File: config.mk
export PLATFORM = sky130hd
export DESIGN_NAME = lsu_mem_bridge
export DESIGN_NICKNAME = d
export VERILOG_FILES = /design/src/rtl/lsu_mem_bridge.sv
export SDC_FILE = /design/constraint.sdc
export NUM_CORES = 1
export LEC_CHECK = 0
export BUFFER_PORTS_ARGS = -buffer_cell sky130_fd_sc_hd__buf_2
export CORE_ASPECT_RATIO = 1.4
export CORE_MARGIN = 3
export CORE_UTILIZATION = 52
export CTS_CLUSTER_DIAMETER = 30
export DETAILED_ROUTE_END_ITERATION = 12
export GPL_TIMING_DRIVEN = 0
export PLACE_DENSITY = 0.85
export SYNTH_ARGS = -nofsm -noshare
export SYNTH_HDL_FRONTEND = slang
export SYNTH_SLANG_ARGS = --single-unit
File: constraint.sdc
create_clock -name clk -period 6.25 [get_ports clk]
set_input_delay 1.25 -clock clk [delete_from_list [all_inputs] [get_ports clk]]
set_output_delay 1.25 -clock clk [all_outputs]
set_load 0.01 [all_outputs]
File: src/rtl/lsu_mem_bridge.sv
// -----------------------------------------------------------------------------
// lsu_mem_bridge
//   Bridges the core LSU request/response handshake to the memory block's
//   ce/busy/valid protocol. Each accepted request is alignment-checked, then
//   issued as a single access. The access is closed on mem_fault, mem_valid,
//   a busy fall, or a timeout. A one-cycle response carries the read data and
//   a fault code.
//
// Parameters
//   TIMEOUT_CYCLES : maximum number of WAIT cycles before a timeout fault
//                    (0 disables the timeout)
//
// Ports
//   clk, reset           : clock, asynchronous active-high reset
//   req_valid/req_ready  : request handshake (ready only in IDLE)
//   req_write/funct3/addr/wdata : request attributes
//   rsp_valid            : one-cycle response strobe
//   rsp_rdata/rsp_fault  : response payload, held until the next response
//                          (fault codes: 0 ok, 1 misaligned, 2 access, 3 timeout)
//   mem_ce               : memory chip enable, active low
//   mem_funct3/addr/datain/memwrite : registered request copy to memory
//   mem_dataout/busy/valid/fault    : memory status and read data
// -----------------------------------------------------------------------------
module lsu_mem_bridge #(
    parameter int TIMEOUT_CYCLES = 4096
) (
    input  logic        clk,
    input  logic        reset,
    input  logic        req_valid,
    output logic        req_ready,
    input  logic        req_write,
    input  logic [2:0]  req_funct3,
    input  logic [31:0] req_addr,
    input  logic [31:0] req_wdata,
    output logic        rsp_valid,
    output logic [31:0] rsp_rdata,
    output logic [1:0]  rsp_fault,
    output logic        mem_ce,
    output logic [2:0]  mem_funct3,
    output logic [31:0] mem_addr,
    output logic [31:0] mem_datain,
    output logic        mem_memwrite,
    input  logic [31:0] mem_dataout,
    input  logic        mem_busy,
    input  logic        mem_valid,
    input  logic        mem_fault
);

    typedef enum logic [1:0] {
        ST_IDLE  = 2'd0,
        ST_ISSUE = 2'd1,
        ST_WAIT  = 2'd2,
        ST_RESP  = 2'd3
    } state_t;

    localparam logic [1:0] FAULT_OK      = 2'd0;
    localparam logic [1:0] FAULT_MISALGN = 2'd1;
    localparam logic [1:0] FAULT_ACCESS  = 2'd2;
    localparam logic [1:0] FAULT_TIMEOUT = 2'd3;

    // Timer only needs to reach TIMEOUT_CYCLES-1; it saturates at all ones.
    localparam int TW = (TIMEOUT_CYCLES > 2) ? $clog2(TIMEOUT_CYCLES) : 1;
    localparam logic [TW-1:0] TIMER_LAST = TW'(TIMEOUT_CYCLES - 1);
    localparam logic [TW-1:0] TIMER_MAX  = {TW{1'b1}};

    state_t         state_r;
    logic [TW-1:0]  timer_r;
    logic           seen_busy_r;
    logic           timeout_s;
    logic           misaligned_s;

    // Alignment rule by access size (funct3[1:0]); size 3 has no legal alignment.
    function automatic logic is_misaligned(input logic [2:0] f3, input logic [1:0] a);
        logic m;
        case (f3[1:0])
            2'b00:   m = 1'b0;
            2'b01:   m = a[0];
            2'b10:   m = (a != 2'b00);
            2'b11:   m = 1'b1;
            default: m = 1'b1;
        endcase
        return m;
    endfunction

    // Alignment check on the incoming request and timeout detection.
    always_comb begin
        misaligned_s = is_misaligned(req_funct3, req_addr[1:0]);
        if (TIMEOUT_CYCLES != 0) begin
            timeout_s = (timer_r == TIMER_LAST);
        end else begin
            timeout_s = 1'b0;
        end
    end

    // Bridge FSM with all outputs registered.
    always_ff @(posedge clk or posedge reset) begin
        if (reset) begin
            state_r      <= ST_IDLE;
            timer_r      <= {TW{1'b0}};
            seen_busy_r  <= 1'b0;
            req_ready    <= 1'b0;
            rsp_valid    <= 1'b0;
            rsp_rdata    <= 32'h0000_0000;
            rsp_fault    <= FAULT_OK;
            mem_ce       <= 1'b1;
            mem_funct3   <= 3'b000;
            mem_addr     <= 32'h0000_0000;
            mem_datain   <= 32'h0000_0000;
            mem_memwrite <= 1'b0;
        end else begin
            case (state_r)
                ST_IDLE: begin
                    // req_ready is registered, so it rises one cycle after reset release.
                    req_ready <= 1'b1;
                    mem_ce    <= 1'b1;
                    rsp_valid <= 1'b0;
                    if (req_ready && req_valid) begin
                        mem_funct3   <= req_funct3;
                        mem_addr     <= req_addr;
                        mem_datain   <= req_wdata;
                        mem_memwrite <= req_write;
                        req_ready    <= 1'b0;
                        if (misaligned_s) begin
                            // Memory is never touched: respond directly.
                            state_r   <= ST_RESP;
                            rsp_valid <= 1'b1;
                            rsp_fault <= FAULT_MISALGN;
                            rsp_rdata <= 32'h0000_0000;
                        end else begin
                            state_r <= ST_ISSUE;
                            mem_ce  <= 1'b0;
                        end
                    end
                end
                ST_ISSUE: begin
                    seen_busy_r <= 1'b0;
                    timer_r     <= {TW{1'b0}};
                    state_r     <= ST_WAIT;
                end
                ST_WAIT: begin
                    if (mem_busy) begin
                        seen_busy_r <= 1'b1;
                    end
                    if (timer_r != TIMER_MAX) begin
                        timer_r <= timer_r + TW'(1);
                    end
                    if (mem_fault) begin
                        state_r   <= ST_RESP;
                        mem_ce    <= 1'b1;
                        rsp_valid <= 1'b1;
                        rsp_fault <= FAULT_ACCESS;
                        rsp_rdata <= 32'h0000_0000;
                    end else if (mem_valid) begin
                        state_r   <= ST_RESP;
                        mem_ce    <= 1'b1;
                        rsp_valid <= 1'b1;
                        rsp_fault <= FAULT_OK;
                        rsp_rdata <= mem_dataout;
                    end else if (seen_busy_r && !mem_busy) begin
                        // Register-style reads complete on busy fall without valid.
                        state_r   <= ST_RESP;
                        mem_ce    <= 1'b1;
                        rsp_valid <= 1'b1;
                        rsp_fault <= FAULT_OK;
                        rsp_rdata <= mem_memwrite ? 32'h0000_0000 : mem_dataout;
                    end else if (timeout_s) begin
                        state_r   <= ST_RESP;
                        mem_ce    <= 1'b1;
                        rsp_valid <= 1'b1;
                        rsp_fault <= FAULT_TIMEOUT;
                        rsp_rdata <= 32'h0000_0000;
                    end else begin
                        state_r <= ST_WAIT;
                    end
                end
                ST_RESP: begin
                    // The response cycle plus the following IDLE keep ce high for two cycles.
                    rsp_valid <= 1'b0;
                    mem_ce    <= 1'b1;
                    req_ready <= 1'b1;
                    state_r   <= ST_IDLE;
                end
                default: begin
                    state_r   <= ST_IDLE;
                    mem_ce    <= 1'b1;
                    rsp_valid <= 1'b0;
                    req_ready <= 1'b0;
                end
            endcase
        end
    end

endmodule
==> qor.yml, run 1 <==
outcome: "completed"
holdWs_ns: 0.4822
dp_cells: 748
criticalPathCategory: "in -> reg"
dieHeight_um: 123.7
cts_sinks: 120
fin_crit_sh_pct: 39.15
grt_pass1_wl_um: 19870
cts_repair_resize_count: 0
ys_types: 37
peakVddDrop_uv: 318.5
syn_nets: 518
grt_pass1_vias: 4157
core_um2: 9564
drtPass1Iterations: 4
cts_htree_levels: 4
cts_made_buffers: 17
drtIter0Drc: 194
utilization_pct: 73.05
synthFlopType: "dfrtp_1"
finalSetupViolCount: 0
ys_warn_count: 0
clock_latency_ns: 0.40
fp.dieW_um: 90.08
drive_gt1_share_pct: 50.93
postCtsHoldBufs: 0
hold_viol: 0
startpoint: "req_valid"
cp_top_family: "compound AO/OA/AOI/OAI gates"
grt.total_usage_pct: 22.76
clkTransAtPathRegs_ns: 0.05
synth_edf_count: 0
fill_cells: 672
crit_buf_inv: 3
synth-async-reset-ratio_pct: 100.0
wl_per_cell_um: 15.96
hp-start: "rsp_fault[1]"
ant_nets: 0
portBuffers: 210
cap_violations: 0
clk_path_buf_depth: 2
viasPerCell: 5.067
fmax_mhz: 408.7
io_pins: 211
start_util_pct: 53.81
dp_hpwl_um: 9348
grt_max_degree: 107
nNetsFinal: 748
critPathSlowestCell: "o32ai_2"
cts_tree: "yes"
path_max_fanout: 10
place.gp.congestion: 0.8140
timing.rr.start: "state_r[1]"
placed_area_um2: 6395
yosysSeqAreaShare_pct: 58.38
slew_headroom_pct: 48.13
leakage_nw: 3.502
report.final.slew_viol_count: 0
vias: 3952
cp.arrival_ns: 2.76
postLayoutCellArea_um2: 6987
startpoint_type: "input port"
netlist_area_um2: 5146
row_count: 42
slowest_delay_ns: 0.45
endpoint_kind: "flop"
die_area_um2: 11140
area_growth_syn_to_layout_pct: 35.76
fin_cells: 780
fin_tns_setup_ns: 0
min_period_ns: 2.447
synth_seq_cells: 120
clock-root-buffer: "clkbuf_16"
finalClockSkew_ns: 0.005654
crit_required_ns: 6.57
avgSynthCellArea_um2: 12.71
cellPowerDensity_nw_per_um2: 521.3
grt_overflow: 0
path_cells: "buf_2 -> nand3_1 -> o32ai_2 -> o31a_1 -> buf_6 -> buf_12 -> mux2i_1"
antenna_found_initial: 0
n_antenna_cell: 0
worst_slew_pin_slew_ns: 0.7781
rsz0062_at_grt: "no"
drc: 0
wl_um: 12450
cts_setup_buffers: 0
synthCells: 405
hold_path.class: "reg -> reg"
==> logic make-up after synthesis <==
group	count (synthesis)	synth area share, %
muxes	111	23.32
and+or+nand+nor	79	6.978
AOI/OAI and AO/OA	29	4.085
adders and majority gates	7	1.702
buffers and inverters	59	5.543
DFF	120	58.38
==> worst register-to-register path, delay by kind of cell (launching register included) <==
family          cells  cell delay (ns)
compound gates      2             0.67
fa+ha+maj           1             0.26
buf+inv             3             0.44
flops               1             0.42
mux                 1             0.21
simple gates        1             0.28
==> flip-flops by register name (all words and copies together), names as in the netlist <==
register      cells
rsp_valid         1
seen_busy_r       1
rsp_rdata        32
timer_r          12
state_r           2
rsp_fault         2
mem_memwrite      1
req_ready         1
mem_ce            1
mem_funct3        3
mem_datain       32
mem_addr         32
==> cell type report <==
type,instances,area [um^2],share of cell area [%]
plain buffers,16,123.9,1.773
clock buffers,17,425.4,6.089
clock inverters,15,166.4,2.382
inverters,43,166.4,2.382
multi-input cells,226,1857,26.58
flip-flops and latches,120,3004,43.00
well taps,132,165.2,2.364
repair buffers,211,1079,15.44
==> metrics by stage <==
step	total power, mW	setup WS, ns
final	3.642	3.803
after global routing	3.857	3.726
after CTS	3.676	3.863
after detailed placement	2.685	3.442
after global placement	2.609	0.6553
after floorplan	2.152	1.816
==> power breakdown <==
part | internal [mW] | leakage [nW] | switching [mW]
combinational | 0.679 | 1.72 | 0.699
clock | 0.595 | 0.276 | 0.371
sequential | 1.11 | 1.50 | 0.182
total | 2.39 | 3.50 | 1.25
==> per-layer routing <==
metal  share of wire, %  up-vias  GRT usage (%)
met4                2.8        0          10.34
met2                 55      167          41.09
met1                 36     1907          23.93
li1                   -     1847              -
met3                7.0       31          8.097
met5                  0        -              0
==> cell usage in the layout, fill, tap and decap left out, drive strengths merged, types with 3 or more instances in the layout <==
cell type / instances
buf: 221
dfrtp: 119
mux2: 71
inv: 50
nand2: 47
mux2i: 40
clkbuf: 23
a21oi: 10
nand3: 7
nor2: 7
ha: 7
nand4: 6
o21ai: 6
clkinvlp: 5
nor3: 5
o31a: 3
==> synthesized netlist by cell type, types with 2 or more instances <==
cell      count  share of area (%)
clkbuf_1      6               0.44
mux2i_1      40                7.8
nor2_1        7               0.51
mux2_2       70                 15
nand3_1       7               0.68
nand4_1       5               0.61
nand2b_1      2               0.24
buf_2         6               0.58
nor4_1        2               0.24
dfrtp_1     119                 58
nand2_1      47                3.4
a21oi_1      10               0.97
o31a_1        3               0.51
ha_1          7                1.7
o21ai_0       5               0.49
a31oi_1       2               0.24
buf_12        3                1.2
nor3_1        4               0.39
inv_1        42                3.1
==> path summary, 6_finish.rpt <==
check | to | slack (ns) | cells after the start
max | rsp_rdata[9] | 3.80 | 7
min | rsp_fault[1] | 0.48 | 1
max reg2reg | rsp_rdata[9] | 3.88 | 8
min reg2reg | rsp_fault[1] | 0.48 | 1
max in group asynchronous | mem_ce | 4.74 | 3
min in group asynchronous | mem_addr[4] | 0.76 | 2
Note: power is estimated with default switching activity, not from simulation.
==> run 2: changes to the inputs <==
CORE_UTILIZATION = 48   (was 52)
PLACE_DENSITY = 0.8   (was 0.85)
clock period = 2.3 ns   (was 6.25 ns; I/O delays follow)
==> run 2 against run 1 <==
Critical path depth grew 1. Clock power grew 140%. Worst hold slack lost 0.47 ns. Cell count grew 0.77%. Register-to-register slack lost 3.7 ns. First-iteration DRC count shrank 26%. Critical path type is now reg -> reg.
==> qor.yml, run 2 (synthesis gave the netlist of run 1 again) <==
core_um2: 10410
drtIter0Drc: 143
row_count: 44
setup_ws_ns: 0.1938
slew_headroom_pct: 54.30
antenna_found_initial: 0
peakVddDrop_uv: 841.4
placed_area_um2: 6434
dieHeight_um: 128.5
crit_required_ns: 2.61
ant_nets: 0
clock_latency_ns: 0.40
n_antenna_cell: 0
cts_repair_resize_count: 0
start_util_pct: 49.46
final_common_cell: "buf_2"
startpoint_type: "flop"
finalClockSkew_ns: 0.007182
fin_tns_setup_ns: 0
drtPass1Iterations: 4
grt_max_degree: 41
hold_viol: 0
cellPowerDensity_nw_per_um2: 1372
top_regs: "mem_addr (32), mem_datain (32), rsp_rdata (32)"
place.gp.congestion: 0.8159
cts_setup_buffers: 0
leakage_nw: 3.495
grt_overflow: 0
dp_hpwl_um: 9073
nNetsFinal: 750
viasPerCell: 4.934
path_max_fanout: 10
fin_crit_sh_pct: 91.57
dp_slack_ns: 0.03308
utilization_pct: 67.15
criticalPathCategory: "reg -> reg"
drc: 0
grt.total_usage_pct: 19.90
cts_made_buffers: 17
wl_per_cell_um: 14.98
vias: 3878
worst_slew_pin_slew_ns: 0.6855
grt_pass1_vias: 3968
cts_htree_levels: 4
drive_gt1_share_pct: 50.93
report.final.slew_viol_count: 0
postCtsHoldBufs: 0
finalSetupViolCount: 0
endpoint_kind: "flop"
postLayoutCellArea_um2: 6987
fp.dieW_um: 93.51
outcome: "completed"
min_period_ns: 2.106
cap_violations: 0
mostFrequentLayoutCells: "buf_2 (216), dfrtp_1 (119), mux2_2 (70)"
cp.arrival_ns: 2.42
grt_pass1_wl_um: 18620
io_pins: 211
cts_tree: "yes"
die_area_um2: 12020
wl_um: 11770
hold_path.class: "in -> async"
fmax_mhz: 474.8
rsz0062_at_grt: "no"
clk_path_buf_depth: 2
clkTransAtPathRegs_ns: 0.05
cts_sinks: 120
portBuffers: 210
clock-root-buffer: "clkbuf_16"
area_growth_syn_to_layout_pct: 35.76
run 2: cell count changes in the layout (fill, tap and decap cells not counted), sizes merged:
cell      previous run  this run
buf                221       223
inv                 50        42
clkinvlp             5         4
clkinv               1         4
bufinv               2         0
clkbuf              23        29
run 2: worst max-delay path, cell delays in order (launching register included):
cell and delay [ns]:
dfrtp_1 0.41, inv_1 0.14, ha_2 0.26, nand3_2 0.17, o32ai_4 0.31, o31a_1 0.21
buf_6 0.16, buf_12 0.15, mux2i_1 0.21
run 2: path summary, 6_finish.rpt:
check | from | end | slack (ns) | cells past startpoint
min in group clk | req_wdata[20] | mem_datain[20] | 0.29 | 2
worst min register to register | rsp_fault[1] | rsp_fault[1] | 0.49 | 1
worst max-delay path | state_r[1] | rsp_rdata[30] | 0.19 | 8
worst max register to register | state_r[1] | rsp_rdata[30] | 0.19 | 8
worst min-delay path | reset | mem_datain[12] | 0.009 | 2
max in group asynchronous | reset | mem_ce | 1.49 | 4
run 2: final cells by class:
type                       instances  area (um^2)
fill                             775         3418
sequential                       120         3004
multi-input combinational        226         1876
timing repair buffer             213         1111
clock buffer                      23        488.0
tap                              138        172.7
inverter                          43        165.2
buffer                            16        123.9
clock inverter                     7        46.29
run 2: per-stage QoR:
stage	instances	power [mW]	hold slack (ns)
2_1_floorplan	405	5.848	0.4669
3_3_place_gp	753	7.109	0.4683
3_5_place_dp	756	7.286	0.4291
4_1_cts	786	9.676	0.001692
5_1_grt	786	10.20	0.01426
6_report	786	9.583	0.009339
run 2: where the power goes:
part | total [mW] | switching, mW | leakage [nW] | internal, mW
Clock | 2.33 | 0.859 | 0.257 | 1.47
Combinational | 3.74 | 1.87 | 1.73 | 1.86
Sequential | 3.52 | 0.488 | 1.50 | 3.03
run 2: layer usage:
metal | global-route usage [%] | wire length [um] | vias up
met1 | 22.98 | 4585 | 1846
met3 | 6.082 | 847 | 26
met4 | 8.110 | 296 | 0
li1 | - | - | 1841
met2 | 34.29 | 6041 | 165
met5 | 0 | 0 | -
